File: src/rtl/modulo_updown_counter_if.sv
// ---------------------------------------------------------------------------
// modulo_updown_counter_if
//   Bundles the control and status signals of one modulo up/down counter
//   digit stage.
//
//   master modport (controller / next stage side):
//     drives  mode, count_in, load, load_value,
//             manual_increment, manual_decrement
//     samples out, carry_out, borrow_out, terminal_count
//   slave modport (the counter itself): the mirror image.
//
//   Clock and reset are not part of the bundle; they remain plain ports on
//   the counter module.
// ---------------------------------------------------------------------------
interface modulo_updown_counter_if #(
    parameter int unsigned WIDTH = 6
);
    logic             mode;              // 0 = up, 1 = down
    logic             count_in;          // automatic step enable
    logic             load;              // synchronous load strobe
    logic [WIDTH-1:0] load_value;        // value taken on load
    logic             manual_increment;  // debounced button level
    logic             manual_decrement;  // debounced button level
    logic [WIDTH-1:0] out;               // current count
    logic             carry_out;         // automatic up-wrap pulse
    logic             borrow_out;        // automatic down-wrap pulse
    logic             terminal_count;    // at boundary for current mode

    modport master (
        output mode,
        output count_in,
        output load,
        output load_value,
        output manual_increment,
        output manual_decrement,
        input  out,
        input  carry_out,
        input  borrow_out,
        input  terminal_count
    );

    modport slave (
        input  mode,
        input  count_in,
        input  load,
        input  load_value,
        input  manual_increment,
        input  manual_decrement,
        output out,
        output carry_out,
        output borrow_out,
        output terminal_count
    );
endinterface

File: src/rtl/modulo_updown_counter.sv
// ---------------------------------------------------------------------------
// modulo_updown_counter
//   Modulo-MODULO up/down counter for one time-keeping digit (seconds,
//   minutes, hours). Supports run-time direction, synchronous load with
//   clamping, edge-detected manual adjust buttons and separate carry/borrow
//   pulses so that stages can be cascaded (carry/borrow of one stage feeds
//   count_in of the next).
//
//   Parameters:
//     WIDTH   counter width in bits
//     MODULO  count range is 0..MODULO-1, 2 <= MODULO <= 2**WIDTH
//
//   Ports:
//     clk      in   rising-edge system clock
//     clear_n  in   asynchronous active-low reset
//     bus      slave modport of modulo_updown_counter_if:
//                mode, count_in, load, load_value,
//                manual_increment, manual_decrement  (inputs)
//                out, carry_out, borrow_out           (registered outputs)
//                terminal_count                       (combinational output)
//
//   One action per clock edge, highest priority first:
//     load > single manual edge > automatic step (count_in) > hold.
// ---------------------------------------------------------------------------
module modulo_updown_counter #(
    parameter int unsigned WIDTH  = 6,
    parameter int unsigned MODULO = 60
) (
    input  logic                    clk,
    input  logic                    clear_n,
    modulo_updown_counter_if.slave  bus
);

    // ------------------------------------------------------------------
    // Elaboration check of the modulus range
    // ------------------------------------------------------------------
    localparam longint unsigned RANGE = 64'd1 << WIDTH;

    if (MODULO < 2 || longint'(MODULO) > RANGE) begin : g_bad_modulo
        $error("modulo_updown_counter: MODULO must satisfy 2 <= MODULO <= 2**WIDTH");
    end

    // Highest legal count. All comparisons are made against this value so
    // the MODULO == 2**WIDTH case never depends on natural overflow.
    localparam logic [WIDTH-1:0] MAX_VAL = WIDTH'(MODULO - 1);
    localparam logic [WIDTH-1:0] ONE     = WIDTH'(1);

    // ------------------------------------------------------------------
    // State
    // ------------------------------------------------------------------
    logic [WIDTH-1:0] count_q;
    logic [WIDTH-1:0] count_next;
    logic             carry_q;
    logic             carry_next;
    logic             borrow_q;
    logic             borrow_next;
    logic             inc_q;
    logic             dec_q;

    // ------------------------------------------------------------------
    // Button edge detection: a held button produces a single step.
    // ------------------------------------------------------------------
    logic inc_edge;
    logic dec_edge;
    logic manual_step;

    assign inc_edge    = bus.manual_increment & ~inc_q;
    assign dec_edge    = bus.manual_decrement & ~dec_q;
    // Both edges together cancel; they are still consumed by the history
    // flops, and automatic counting proceeds as if neither had occurred.
    assign manual_step = inc_edge ^ dec_edge;

    always_ff @(posedge clk or negedge clear_n) begin
        if (!clear_n) begin
            inc_q <= 1'b0;
            dec_q <= 1'b0;
        end else begin
            inc_q <= bus.manual_increment;
            dec_q <= bus.manual_decrement;
        end
    end

    // ------------------------------------------------------------------
    // Modular step helpers
    // ------------------------------------------------------------------
    logic [WIDTH-1:0] count_up;
    logic [WIDTH-1:0] count_down;
    logic             at_max;
    logic             at_zero;

    assign at_max     = (count_q == MAX_VAL);
    assign at_zero    = (count_q == '0);
    assign count_up   = at_max  ? '0      : count_q + ONE;
    assign count_down = at_zero ? MAX_VAL : count_q - ONE;

    // ------------------------------------------------------------------
    // Next-state selection
    // ------------------------------------------------------------------
    always_comb begin
        count_next  = count_q;
        carry_next  = 1'b0;
        borrow_next = 1'b0;

        if (bus.load) begin
            // Out-of-range load values clamp to the top of the range.
            count_next = (bus.load_value > MAX_VAL) ? MAX_VAL : bus.load_value;
        end else if (manual_step) begin
            // Setting the time wraps silently; it must not ripple into the
            // next digit stage.
            count_next = inc_edge ? count_up : count_down;
        end else if (bus.count_in) begin
            if (!bus.mode) begin
                count_next = count_up;
                carry_next = at_max;
            end else begin
                count_next  = count_down;
                borrow_next = at_zero;
            end
        end
    end

    always_ff @(posedge clk or negedge clear_n) begin
        if (!clear_n) begin
            count_q  <= '0;
            carry_q  <= 1'b0;
            borrow_q <= 1'b0;
        end else begin
            count_q  <= count_next;
            carry_q  <= carry_next;
            borrow_q <= borrow_next;
        end
    end

    // ------------------------------------------------------------------
    // Outputs
    // ------------------------------------------------------------------
    assign bus.out            = count_q;
    assign bus.carry_out      = carry_q;
    assign bus.borrow_out     = borrow_q;
    assign bus.terminal_count = bus.mode ? at_zero : at_max;

endmodule

File: src/flat_wrapper.sv
// flat-port wrapper written by rule: the top's interface ports become plain ports
module modulo_updown_counter_flat 
#(
    parameter int unsigned WIDTH  = 6,
    parameter int unsigned MODULO = 60
)
  (clk, clear_n, bus_mode, bus_count_in, bus_load, bus_load_value, bus_manual_increment, bus_manual_decrement, bus_out, bus_carry_out, bus_borrow_out, bus_terminal_count);
  modulo_updown_counter_if #(.WIDTH(WIDTH)) bus_i ();
  input  logic clk;
  input  logic clear_n;
  input wire logic [$bits(bus_i.mode)-1:0] bus_mode;
  input wire logic [$bits(bus_i.count_in)-1:0] bus_count_in;
  input wire logic [$bits(bus_i.load)-1:0] bus_load;
  input wire logic [$bits(bus_i.load_value)-1:0] bus_load_value;
  input wire logic [$bits(bus_i.manual_increment)-1:0] bus_manual_increment;
  input wire logic [$bits(bus_i.manual_decrement)-1:0] bus_manual_decrement;
  output wire logic [$bits(bus_i.out)-1:0] bus_out;
  output wire logic [$bits(bus_i.carry_out)-1:0] bus_carry_out;
  output wire logic [$bits(bus_i.borrow_out)-1:0] bus_borrow_out;
  output wire logic [$bits(bus_i.terminal_count)-1:0] bus_terminal_count;
  assign bus_i.mode = bus_mode;
  assign bus_i.count_in = bus_count_in;
  assign bus_i.load = bus_load;
  assign bus_i.load_value = bus_load_value;
  assign bus_i.manual_increment = bus_manual_increment;
  assign bus_i.manual_decrement = bus_manual_decrement;
  assign bus_out = bus_i.out;
  assign bus_carry_out = bus_i.carry_out;
  assign bus_borrow_out = bus_i.borrow_out;
  assign bus_terminal_count = bus_i.terminal_count;
  modulo_updown_counter #(.WIDTH(WIDTH), .MODULO(MODULO)) u_core (.clk(clk), .clear_n(clear_n), .bus(bus_i));
endmodule
File: config.mk
export PLATFORM = sky130hd
export DESIGN_NAME = modulo_updown_counter_flat
export DESIGN_NICKNAME = d
export VERILOG_FILES = /design/src/rtl/modulo_updown_counter_if.sv /design/src/rtl/modulo_updown_counter.sv /design/src/flat_wrapper.sv
export SDC_FILE = /design/constraint.sdc
export NUM_CORES = 1
export LEC_CHECK = 0
export BUFFER_PORTS_ARGS = -buffer_cell sky130_fd_sc_hd__buf_2
export CAP_MARGIN = 10
export CORE_MARGIN = 5
export CORE_UTILIZATION = 40
export DETAILED_ROUTE_END_ITERATION = 6
export SLEW_MARGIN = 40
export SYNTH_ARGS = -nofsm -noshare
export SYNTH_HDL_FRONTEND = slang
export SYNTH_SLANG_ARGS = --single-unit
export TNS_END_PERCENT = 20
File: constraint.sdc
create_clock -name clk -period 5.85 [get_ports clk]
set_clock_uncertainty 0.15 [all_clocks]
set_input_delay 1.755 -clock clk [delete_from_list [all_inputs] [get_ports clk]]
set_output_delay 1.755 -clock clk [all_outputs]
set_load 0.01 [all_outputs]
== After elaboration in Yosys (flattened, before gate mapping) ==
Index checks and enable logic that the tools add are counted.

* $add $sub $neg: 2
* Magnitude comparators: 1
* Eq/ne operators: 1
* Muxes and demuxes: 17
* Bitwise logic cells: 5
* Reduce and logical (&&, ||, !) cells: 2

{| class="wikitable"
|+ Operators with widths
! cell !! number
|-
| two-way mux 6 bit || 8
|-
| two-way mux 1 bit || 9
|-
| adder 6 x 1 -> 6 bit (second input constant) || 1
|-
| == test 6 bit (second input constant) || 1
|-
| greater-than comparator 6 bit (second input constant) || 1
|-
| logical NOT 6 bit || 1
|-
| subtractor 6 x 1 -> 6 bit (second input constant) || 1
|-
| nonzero test 3 bit || 1
|-
| bitwise AND 1 bit || 2
|-
| NOT 1 bit || 2
|-
| bitwise XOR 1 bit || 1
|}

* Bits in registers: 10
* Word-level logic and storage cells: 33

== Logic depth before layout (Yosys ltp) ==
* Depth in word-level cells: 6
* Gate-level depth with buffers: 7

== Least setup slack after synthesis ==
Ideal clock, no wire load.

* Kind: input-to-output
* From: in bus_mode
* To: out bus_terminal_count
* Arrival: 2.037 ns
* Path slack: 1.908 ns
* Cell stages on the path: 1
* Cells stage by stage: o21ai_0

* Cells in the longest elaborated chain, start to end: 1

{| class="wikitable"
|+ Ends and longest elaborated chain
! item !! RTL line !! source
|-
| start: declaration || flat_wrapper.sv:11 || <nowiki>input wire logic [$bits(bus_i.mode)-1:0] bus_mode;</nowiki>
|-
| two-way mux 1 bit || modulo_updown_counter.sv:140 || <nowiki>assign bus.terminal_count = bus.mode ? at_zero : at_max;</nowiki>
|-
| end: declaration || flat_wrapper.sv:20 || <nowiki>output wire logic [$bits(bus_i.terminal_count)-1:0] bus_terminal_count;</nowiki>
|}

No other way between the ends.

== Final worst setup path ==
Ends and elaborated chain as after synthesis.

==> impl_metrics.ini <==
[status]
status = finished clean

[detailed_routing]
viasPerCell = 5.48
drc = 0
firstDrtPassIters = 3
postRouteWirelength_mm = 1.97
wl_per_cell_um = 13.7
drt_iter0_drc = 8
vias = 783
postRouteAntennaNets = 0

[timing]
rsz0062_at_grt = no
fin_ws_ns = 1.77
setup_viol = 0
layout_min_cycle_time_ns = 4.08
setup_tns_ns = 0
final-max-slew-violation-count = 0
slew_headroom_pct = 75.2
finalHoldViolations = 0
finalCritPeriodShare_pct = 69.8
fmax_ghz = 0.245
worst_slew_pin_slew_ns = 0.363

[clocking]
post_cts_buffers = 0
clkTransAtPathRegs_ns = 0.07
tritoncts = yes
cts.sinks = 10
clk_latency_ns = 0.27
cts_buffer_depth = 2
cts-root-buf = clkbuf_4
h-tree-depth = 1
cts_inserted_buffers = 3
cts_hold_buf = 0
cts_resized = 0

[power_and_ir_drop]
power.share.combinational_pct = 32.5
seqPwrFrac_pct = 40.5
switchingPower_uw = 88.8
ir_drop_mv = 0.125
p_clk_share_pct = 27.0
p_per_area_mw_per_mm2 = 257
p_int_uw = 152
swShare_pct = 36.9
p_leak_uw = 0.000424

[synth]
avgSynthCellArea_um2 = 8.21
syn-num-nets = 111
postSynthCellCount = 95
synth-seq-area-share_pct = 32.1
ys_seq_elements = 10
synth.distinct_cells = 38
synth-warning-count = 0
synthesis.area_um2 = 779

[run]
max_cap_violations = 0

[setup_path]
worstPathMaxFanout = 5
cpMostUsedCell = buf_2
crit_end = bus_terminal_count
critPathBufInv = 2
regToRegSetupSlack_ns = 3.65
crit-reg2reg-capture = u_core.bus.out[5]
cpMaxStageDelayCell = o21ai_0
critPathArrivalTime_ns = 2.18
reg2reg_from = u_core.bus.out[0]
cp.required_ns = 3.94
start_kind = primary input
worst_path_dominant_cell_family = buffers and inverters
cp.depth = 3
startpoint = bus_mode
slowest_delay_ns = 0.15
critPathCaptureType = output pin
crit_chain = buf_2 -> o21ai_0 -> buf_2
reg2regPathDepth = 6
crit_type = primary input to output pin

[grt]
first_global_vias = 732
antenna_found_initial = 0
grt_first_pass_wirelength_mm = 3.28
grt_start_max_net_pins = 19
overflow = 0
grt.total_usage_pct = 16.0

[hold_path]
hp-class = flip-flop to flip-flop

[floorplan]
die_w_um = 54.1
fp.coreArea_mm2 = 0.00190
io_pins = 22
initial_utilization_pct = 41.0
die-area_mm2 = 0.00293
die_height_um = 54.1
row_count = 16

[final_layout]
syn_to_final_growth_pct = 20.4
diodes = 0
drive_above_1_share_pct = 30.2
nets = 133

[place]
dp_hpwl_mm = 1.48
gp_congestion = 0.796
port_buffers = 21
dp_slack_ns = 1.77
-- worst min path at each step --
stage | start | to | cells past startpoint | slack [ns]
after floorplan | u_core.bus.out[1] | u_core.bus.out[1] | 2 | 0.48
after CTS | u_core.bus.out[4] | u_core.bus.out[4] | 1 | 0.51
after global placement | u_core.bus.out[1] | u_core.bus.out[1] | 2 | 0.48
after global routing | u_core.bus.out[4] | u_core.bus.out[4] | 1 | 0.54
final | u_core.bus.out[4] | u_core.bus.out[4] | 1 | 0.49
after detailed placement | u_core.bus.out[4] | u_core.bus.out[4] | 1 | 0.49
-- layout by cell type (no fill, tap or decap), drive strengths merged, types with 2 or more instances in the layout --
master and n:
a21oi 6, ha 3, nand2 9, nor3 5, dfrtp 10, a311oi 2, xnor2 2, nand2b 2
buf 22, inv 6, nor2b 2, a2111oi 2, nor4 2, nand3 5, nor2 9, clkbuf 4
nand4 2, o21ai 5, maj3 2
-- worst register-to-register path, delay by kind of cell, from the launching register on --
kind	cells	cell delay (ns)
compound gates	2	0.42
fa+ha+maj	1	0.27
flops	1	0.50
simple gates	3	0.72
-- area by class of cell --
| cell class | count | area (um2) |
|---|---|---|
| clock buffer | 4 | 36.3 |
| fill | 206 | 963 |
| inverter | 6 | 22.5 |
| multi-input combinational | 74 | 483 |
| sequential | 10 | 250 |
| tap | 27 | 33.8 |
| timing repair buffer | 22 | 113 |
-- Yosys cell counts --
| master | n | area, um2 |
|---|---|---|
| o21ai_0 | 5 | 25.0 |
| xnor2_1 | 2 | 17.5 |
| nand2b_1 | 2 | 12.5 |
| o21bai_1 | 1 | 7.51 |
| nand3_1 | 5 | 25.0 |
| a32oi_1 | 1 | 8.76 |
| nor3_1 | 5 | 25.0 |
| and4b_1 | 1 | 10.0 |
| clkbuf_1 | 1 | 3.75 |
| clkbuf_2 | 1 | 5.00 |
| inv_2 | 2 | 7.51 |
| a2111oi_0 | 1 | 8.76 |
| a311oi_1 | 2 | 17.5 |
| a21oi_1 | 6 | 30.0 |
| a22o_1 | 1 | 8.76 |
| inv_1 | 4 | 15.0 |
| dfrtp_1 | 10 | 250 |
| nand4_1 | 2 | 12.5 |
| o31ai_1 | 1 | 7.51 |
| and3_2 | 1 | 7.51 |
| ha_1 | 3 | 37.5 |
| and2_4 | 1 | 8.76 |
| nand3b_1 | 1 | 7.51 |
| o22a_1 | 1 | 8.76 |
| nor2b_1 | 2 | 12.5 |
| a221o_2 | 1 | 11.3 |
| a21o_1 | 1 | 7.51 |
| maj3_2 | 2 | 22.5 |
| a2111o_1 | 1 | 11.3 |
| nor2_1 | 9 | 33.8 |
| nor3b_1 | 1 | 7.51 |
| and4_1 | 1 | 8.76 |
| a2111oi_2 | 1 | 15.0 |
| a221oi_1 | 1 | 8.76 |
| or4_4 | 1 | 11.3 |
| nor4_1 | 2 | 12.5 |
| buf_2 | 3 | 15.0 |
| nand2_1 | 9 | 33.8 |
-- sequential cells by signal, summed over array words and instances (netlist names) --
signal / cells
u_core.bus.carry_out: 1
u_core.bus.out: 6
u_core.dec_q: 1
u_core.bus.borrow_out: 1
u_core.inc_q: 1
-- power groups by stage --
stage          Clock, uW  Combinational (uW)  Sequential, uW
2_1_floorplan          0                57.6            93.7
3_3_place_gp           0                78.0            97.7
3_5_place_dp           0                78.8            98.6
4_1_cts             67.9                79.2            97.3
5_1_grt             71.0                88.5            99.7
6_report            65.1                78.2            97.4
-- metal layers --
layer | up-vias | track usage [%] | wire (um)
met4 | 0 | 11.2 | 63
li1 | 394 | - | -
met2 | 13 | 25.7 | 949
met1 | 370 | 19.4 | 889
met5 | - | 0 | 0
met3 | 6 | 2.49 | 62
-- kinds of logic after synthesis --
| group | synth area share, % |
|---|---|
| buffers and inverters | 5.94 |
| flip-flops | 32.1 |
| adder cells (fa/ha/maj) | 7.70 |
| XOR/XNOR | 2.25 |
| AO/OA/AOI/OAI | 22.6 |
| AND/OR/NAND/NOR | 29.4 |
-- per-stage QoR --
stage          hold WS, ns  power, uW  util [%]  instance area (um2)  cells
6_report             0.494        241      49.3                  938    143
5_1_grt              0.538        259      49.3                  938    143
4_1_cts              0.507        244      49.3                  938    143
3_5_place_dp         0.489        177      47.4                  902    139
3_3_place_gp         0.479        176      47.4                  902    139
2_1_floorplan        0.484        151         -                  779     95
Power figures use the tool's default switching activity.
